==> config.mk <==
export PLATFORM = sky130hd
export DESIGN_NAME = speaker_drive
export DESIGN_NICKNAME = d
export VERILOG_FILES = /design/src/rtl/spk_pkg.sv /design/src/rtl/i2s_serializer.sv /design/src/rtl/speaker_drive.sv
export SDC_FILE = /design/constraint.sdc
export NUM_CORES = 1
export LEC_CHECK = 0
export ABC_AREA = 0
export CAP_MARGIN = 20
export CORE_UTILIZATION = 40
export CTS_CLUSTER_SIZE = 10
export DETAILED_ROUTE_END_ITERATION = 12
export SLEW_MARGIN = 0
export SYNTH_ARGS = -nofsm -noshare
export SYNTH_HDL_FRONTEND = slang
export SYNTH_SLANG_ARGS = --single-unit
==> constraint.sdc <==
create_clock -name clk -period 7.2 [get_ports clk]
set_clock_uncertainty 0.05 [all_clocks]
set_input_delay 2.16 -clock clk [delete_from_list [all_inputs] [get_ports clk]]
set_output_delay 2.16 -clock clk [all_outputs]
set_load 0.01 [all_outputs]
==> src/rtl/spk_pkg.sv <==
// Shared constants and types for the speaker drive path (clock bit taps, frame width, sample type).
// The optional SPK_MUTE_EN macro is consumed by speaker_drive, not by this package.
package spk_pkg;

  localparam int unsigned FCNT_W       = 9;   // 512-cycle frame counter
  localparam int unsigned MCLK_BIT     = 1;   // clk/4
  localparam int unsigned SCK_BIT      = 3;   // clk/16
  localparam int unsigned LRCK_BIT     = 8;   // clk/512
  localparam int unsigned SLOT_W       = LRCK_BIT - SCK_BIT - 1;  // bit slots per channel (log2)
  localparam int unsigned SPK_SAMPLE_W = 16;

  typedef logic [SPK_SAMPLE_W-1:0] sample_t;

  // Last cycle of a frame: the only cycle in which a new sample is captured.
  function automatic logic frame_last(input logic [FCNT_W-1:0] fcnt);
    return &fcnt;
  endfunction

endpackage

==> src/rtl/i2s_serializer.sv <==
// I2S-style serializer: frame counter, DAC clocks, per-frame sample register and MSB-first data.
// Both channels of a frame carry the same captured sample.
module i2s_serializer
  import spk_pkg::*;
#(
  parameter int unsigned SAMPLE_W = SPK_SAMPLE_W
) (
  input  logic                clk,
  input  logic                rst_n,
  input  logic [SAMPLE_W-1:0] i_sample,
  output logic                o_mclk,
  output logic                o_sck,
  output logic                o_lrck,
  output logic                o_sdin
);

  localparam int unsigned IDX_W = $clog2(SAMPLE_W);

  logic [FCNT_W-1:0]   r_fcnt;
  logic [SAMPLE_W-1:0] r_sample;
  logic                r_mclk;
  logic                r_sck;
  logic                r_lrck;
  logic                r_sdin;

  logic [FCNT_W-1:0]   w_fcnt_nxt;
  logic                w_load;
  logic [SAMPLE_W-1:0] w_sample_nxt;
  logic [SLOT_W-1:0]   w_slot;
  logic [IDX_W-1:0]    w_bit_idx;
  logic                w_bit_start;

  assign w_fcnt_nxt   = r_fcnt + FCNT_W'(1);
  assign w_load       = frame_last(r_fcnt);
  assign w_sample_nxt = w_load ? i_sample : r_sample;
  assign w_slot       = w_fcnt_nxt[LRCK_BIT-1:SCK_BIT+1];
  assign w_bit_idx    = IDX_W'(SAMPLE_W - 1) - IDX_W'(w_slot);
  assign w_bit_start  = (w_fcnt_nxt[SCK_BIT:0] == '0);

  // Clock outputs track the next counter value so they equal the counter bits cycle-for-cycle.
  always_ff @(posedge clk or negedge rst_n) begin
    if (!rst_n) begin
      r_fcnt   <= '0;
      r_sample <= '0;
      r_mclk   <= 1'b0;
      r_sck    <= 1'b0;
      r_lrck   <= 1'b0;
      r_sdin   <= 1'b0;
    end else begin
      r_fcnt   <= w_fcnt_nxt;
      r_sample <= w_sample_nxt;
      r_mclk   <= w_fcnt_nxt[MCLK_BIT];
      r_sck    <= w_fcnt_nxt[SCK_BIT];
      r_lrck   <= w_fcnt_nxt[LRCK_BIT];
      if (w_bit_start) begin
        r_sdin <= w_sample_nxt[w_bit_idx];
      end
    end
  end

  assign o_mclk = r_mclk;
  assign o_sck  = r_sck;
  assign o_lrck = r_lrck;
  assign o_sdin = r_sdin;

endmodule

==> src/rtl/speaker_drive.sv <==
// Square-wave tone generator feeding an I2S DAC serializer.
// Optional macro SPK_MUTE_EN adds a mute input that zeroes the captured sample.
module speaker_drive
  import spk_pkg::*;
#(
  parameter int unsigned DIV_W    = 22,
  parameter int unsigned SAMPLE_W = SPK_SAMPLE_W
) (
  input  logic                clk,
  input  logic                rst_n,
  input  logic [SAMPLE_W-1:0] amplitude,
  input  logic [DIV_W-1:0]    note_div,
`ifdef SPK_MUTE_EN
  input  logic                mute,
`endif
  output logic                audio_mclk,
  output logic                audio_sck,
  output logic                audio_lrck,
  output logic                audio_sdin
);

  logic [DIV_W-1:0]    r_tone_cnt;
  logic                r_phase;

  logic                w_div_zero;
  logic [DIV_W-1:0]    w_div_last;
  logic                w_wrap;
  logic [SAMPLE_W-1:0] w_sample;

  assign w_div_zero = (note_div == '0);
  assign w_div_last = note_div - DIV_W'(1);
  // >= rather than == so a shrinking divider toggles at once instead of wrapping.
  assign w_wrap     = (r_tone_cnt >= w_div_last);

  // Half-period counter; toggles the tone phase each time it reaches the divider.
  always_ff @(posedge clk or negedge rst_n) begin
    if (!rst_n) begin
      r_tone_cnt <= '0;
      r_phase    <= 1'b0;
    end else if (w_div_zero) begin
      r_tone_cnt <= '0;
      r_phase    <= 1'b0;
    end else if (w_wrap) begin
      r_tone_cnt <= '0;
      r_phase    <= ~r_phase;
    end else begin
      r_tone_cnt <= r_tone_cnt + DIV_W'(1);
    end
  end

  // Signed square-wave sample presented to the serializer for frame-boundary capture.
  always_comb begin
    w_sample = '0;
    if (!w_div_zero) begin
      w_sample = r_phase ? amplitude : (~amplitude + SAMPLE_W'(1));
    end
`ifdef SPK_MUTE_EN
    if (mute) begin
      w_sample = '0;
    end
`endif
  end

  i2s_serializer #(
    .SAMPLE_W (SAMPLE_W)
  ) u_ser (
    .clk      (clk),
    .rst_n    (rst_n),
    .i_sample (w_sample),
    .o_mclk   (audio_mclk),
    .o_sck    (audio_sck),
    .o_lrck   (audio_lrck),
    .o_sdin   (audio_sdin)
  );

endmodule

Yosys cells after proc, flatten, opt, wreduce, memory -nomap -nowiden --
Cells that the tools add are included.
Storage, ports and cells: register bits after elaboration 52, output and inout bits 4, word-level logic and storage cells 30
Operators by class: add/subtract/negate cells 5, $lt $le $gt $ge 2, muxes and demuxes 9, bitwise gates (word level) 2, reduce and logical (&&, ||, !) cells 4
Operators by type and width (count):
- $mux 16 | 3
- $mux 22 | 2
- $add 22x1->22 const B | 1
- $ge 22x22->1 | 1
- $logic_not 22->1 | 1
- $sub 22x1->22 const B | 1
- $add 16x1->16 const B | 1
- $not 16->16 | 1
- $add 9x1->9 const B | 1
- $reduce_and 9->1 | 1
- $lt 4x5->1 const B | 1
- $bmux 1 s4 | 1
- $logic_not 4->1 | 1
- $sub 4x4->4 const A | 1
- $mux 1 | 3
- $reduce_bool 2->1 | 1
- $not 1->1 | 1

Logic depth before layout (Yosys ltp) --
word-level depth 7, gate-level depth with buffers 15

Hierarchy --
From an unflattened synthesis, not the netlist that was laid out.
Second synthesis, totals: cells, all modules 378, area, all modules 3542.1 um^2
Modules (own cells, without submodules):
- speaker_drive | instances 1, cells each 289, area an instance 2326.0 um^2, seq. area each 575.6 um^2
- i2s_serializer | instances 1, cells each 89, area an instance 1216.2 um^2, seq. area each 650.6 um^2

Worst setup path before layout --
Ideal clock, no wire load.
path kind input -> register, start point input note_div[0], end point register r_tone_cnt[11], arrival 4.961 ns, data required time 7.078 ns, slack 2.116 ns, stages 15, buffers on the path 1, cell sequence nor3_1 nand2_1 or4_1 or3_1 nor3_1 xnor2_1 ha_1 nand4_1 nor2_1 a41oi_1 o211ai_1 a22oi_1 nand3b_1 buf_2 nor2_1
On the way: longest elaborated chain between the ends 4, elaborated cells on any way between the ends 5, those cells by class add/sub: 1; order compare: 1; mux: 2; reduce/logical: 1
Ends and longest elaborated chain:
- start: declaration | RTL line speaker_drive.sv:12 | input logic [DIV_W-1:0] note_div,
- $sub 22x1->22 | RTL line speaker_drive.sv:31 | assign w_div_last = note_div - DIV_W'(1);
- $ge 22x22->1 | RTL line speaker_drive.sv:33 | assign w_wrap = (r_tone_cnt >= w_div_last);
- $mux 22 | RTL line speaker_drive.sv:43 | end else if (w_wrap) begin
- $mux 22 * | RTL line speaker_drive.sv:40 | end else if (w_div_zero) begin
- end signal: assignment | RTL line speaker_drive.sv:47 | r_tone_cnt <= r_tone_cnt + DIV_W'(1);
- end: declaration | RTL line speaker_drive.sv:22 | logic [DIV_W-1:0] r_tone_cnt;
Every way passes the cells marked *; elsewhere a longest branch is shown, timed or not. A chain may end at the register's enable or synchronous reset.

Final worst setup path --
Same ends and word-level chain as after synthesis.

==> impl_metrics.env <==
export IMPL_cts_buffers=5
export IMPL_worstPathRequired_ns=7.37
export IMPL_rsz0062_at_grt="no"
export IMPL_critPathArrivalTime_ns=5.77
export IMPL_pwr_share_seq_pct=49.2
export IMPL_power_switching_mw=0.158
export IMPL_final_antenna_net_count=0
export IMPL_ctsResizeCount=0
export IMPL_cp_start_kind="input pin"
export IMPL_max_stage_delay_ns=0.46
export IMPL_synth_edf_count=0
export IMPL_coreArea_um2=8760
export IMPL_setup_viol=0
export IMPL_fin_crit_sh_pct=77.8
export IMPL_port_buffers=43
export IMPL_r2r_start="u_ser.r_fcnt[0]"
export IMPL_endpoint_kind="flip-flop"
export IMPL_overflow=0
export IMPL_cts_sinks=49
export IMPL_tns_ns=0
export IMPL_powerDensity_nw_per_um2=142
export IMPL_vias=3133
export IMPL_seq_area_um2=1230
export IMPL_syn_area_um2=3640
export IMPL_power_mw=0.613
export IMPL_postCtsHoldBufs=0
export IMPL_first_iter_violations=164
export IMPL_synthArstFlopShare_pct=100
export IMPL_dieArea_um2=9490
export IMPL_synth_top_cell_by_area="dfrtp_1"
export IMPL_grt_pass1_wl_mm=14.2
export IMPL_die_h_um=97.4
export IMPL_diodes=0
export IMPL_post_cts_setup_buffers=0
export IMPL_power_internal_mw=0.455
export IMPL_area_growth_pct=18.4
export IMPL_crit_path_top_delay_cell="or4_1"
export IMPL_reg2reg_slack_ns=3.87
export IMPL_r2r_cells=12
export IMPL_wl_per_cell_um=14.9
export IMPL_final_fill_count=855
export IMPL_die_w_um=97.4
export IMPL_holdWs_ns=0.449
export IMPL_p_clk_share_pct=33.0
export IMPL_r2r_end="u_ser.o_sdin"
export IMPL_netlist_instances=411
export IMPL_drv_slew=0
export IMPL_firstDrtPassIters=4
export IMPL_htreeDepth=2
export IMPL_status="completed"
export IMPL_vdd_drop_max_mv=0.0778
export IMPL_syn_avg_cell_area_um2=8.86
export IMPL_yosysUniqueCellTypes=56
export IMPL_antenna_found_initial=0
export IMPL_worstHoldPathCells=2
export IMPL_yosysTopAreaCellShare_pct=33.7
export IMPL_cap_viol_max_count=0
export IMPL_insertion_delay_ns=0.30
export IMPL_routed_wl_mm=8.43
export IMPL_std_cell_rows=34
export IMPL_multiInputGateArea_um2=2290
export IMPL_sw_frac_of_total_pct=25.7
export IMPL_initial_core_util_pct=41.6
export IMPL_cts_tree="yes"
export IMPL_path_cells="clkdlybuf4s50_1 > nor3_1 > nand2_1 > or4_1 > or3_1 > nor3_1 > xnor2_1 > ha_1 > nand4_1 > nor2_1 > a41oi_1 > o211ai_1 > a22oi_1 > nand3b_1 > buf_4 > nor2_1"
export IMPL_hold_end="u_ser.r_sample[6]"
export IMPL_ys_seq_area_share_pct=33.7
export IMPL_synth_area_top_cells="dfrtp_1 (34%), ha_1 (9.6%), xnor2_1 (7.5%)"
export IMPL_hold_path_class="reg2reg"
export IMPL_synth_flop_cell="dfrtp_1"
export IMPL_ys_seq_elements=49
export IMPL_fin_nets=523
export IMPL_power_leakage_nw=1.83
export IMPL_hold_viol=0
export IMPL_path_max_fanout=22
export IMPL_clockBufferDepth=2
export IMPL_pwr_share_comb_pct=17.8
export IMPL_fin_util_pct=49.2
export IMPL_worstMarginPinSlew_ns=0.957
export IMPL_place_inst=555
export IMPL_max_slew_margin_rel_pct=35.6
export IMPL_gp_routability_congestion=0.777
export IMPL_syn_num_nets=479
export IMPL_ios=44
export IMPL_vias_per_cell=5.55
export IMPL_grt_max_degree=50
export IMPL_drive_above_1_share_pct=4.39
export IMPL_fmax_mhz=179
export IMPL_period_minus_slack_ns=5.60
export IMPL_min_delay_start="u_ser.r_sample[6]"
export IMPL_worstSetupPathType="in2reg"
export IMPL_grt_pass1_vias=2991
export IMPL_grt_usage_pct=18.0
export IMPL_ys_warnings_count=0
export IMPL_cts_root_buffer="clkbuf_8"
export IMPL_hpwlAfterDp_mm=6.45
export IMPL_layoutNonFillerInstCount=564
export IMPL_final_common_cell="dfrtp_1"
export IMPL_mostFrequentLayoutCells="dfrtp_1 (49), nor2_1 (45), clkdlybuf4s50_1 (42)"
export IMPL_clkSlewWorstSetupHoldPaths_ns=0.09
export IMPL_drc_errors=0
-- how the worst max path moves through the flow --
stage	slack (ns)	start	to	depth (start not counted)
2_1_floorplan	2.12	note_div[0]	r_tone_cnt[11]	15
3_3_place_gp	1.37	note_div[4]	r_tone_cnt[4]	16
3_5_place_dp	1.29	note_div[0]	r_tone_cnt[11]	16
4_1_cts	1.58	note_div[0]	r_tone_cnt[11]	16
5_1_grt	1.24	note_div[4]	r_tone_cnt[10]	16
6_report	1.60	note_div[0]	r_tone_cnt[11]	16
-- cells by family (layout without fill, tap and decap cells) --
family	Yosys count	in the layout	share of synthesized area [%]
and+or+nand+nor	166	166	23.3
AOI/OAI and AO/OA	78	78	15.5
xor gates and xnor gates	57	57	13.7
DFF	49	49	33.7
buffers and inverters	30	75	3.37
adders and majority gates	28	28	9.62
muxes	3	3	0.859
-- Yosys cell counts (all sizes together) (2+ instances only) --
master	count
nand3	20
and4	2
nor4b	2
and2	4
a21oi	12
nor3	22
o311ai	3
nor3b	2
xor2	26
clkinv	2
nand4	8
buf	4
dfrtp	49
nand2	27
nand2b	2
ha	28
inv	18
o31ai	5
xnor2	31
or4	3
a211oi	2
o211ai	4
o22ai	4
a311oi	3
a31oi	7
mux2i	2
or3	5
or2	3
nor2	45
o2bb2ai	7
and3	7
nor4	7
o2111ai	2
clkbuf	6
nor2b	4
o21ai	8
a41oi	4
a21o	9
a31o	3
-- worst max-delay path: cells and delay by family --
kind / cells / cell delay [ns]
AOI/OAI and AO/OA: 3 / 0.59
xor gates and xnor gates: 1 / 0.17
adders and majority gates: 1 / 0.26
buffers and inverters: 2 / 0.67
and+or+nand+nor: 9 / 1.91
-- registers in the layout, indices dropped and copies added (netlist names) --
name / flops
r_tone_cnt: 22
u_ser.r_sample: 16
u_ser.r_fcnt: 9
r_phase: 1
u_ser.o_sdin: 1
-- stage by stage --
step / instance area, um^2 / setup WS [ns]
after floorplan: 3640 / 2.12
after global placement: 4180 / 1.37
after detailed placement: 4180 / 1.29
after CTS: 4290 / 1.58
after global routing: 4310 / 1.24
final: 4310 / 1.60
-- power by group through the flow --
stage                     sequential [mW]  combinational, mW  clock (mW)
after global routing                0.303              0.123       0.217
final                               0.302              0.109       0.202
after detailed placement            0.307              0.108           0
after global placement              0.306              0.105           0
after floorplan                     0.301             0.0597           0
after CTS                           0.302              0.109       0.208
-- layout make-up --
type	count	area share, %
clock buffer	7	2.00
clock inverter	1	0.696
inverter	20	1.74
multi-input combinational	332	53.2
sequential	49	28.4
tap	108	3.13
timing repair buffer	47	10.8
-- per-layer routing --
layer  wire (um)  part of all wire (%)  global-route usage [%]
met1        4380                    52                    26.8
met2        3740                    44                    28.5
met3         281                   3.3                    2.52
met4          21                  0.25                    2.38
met5           0                     0                       0
(Power assumes the default switching activity.)
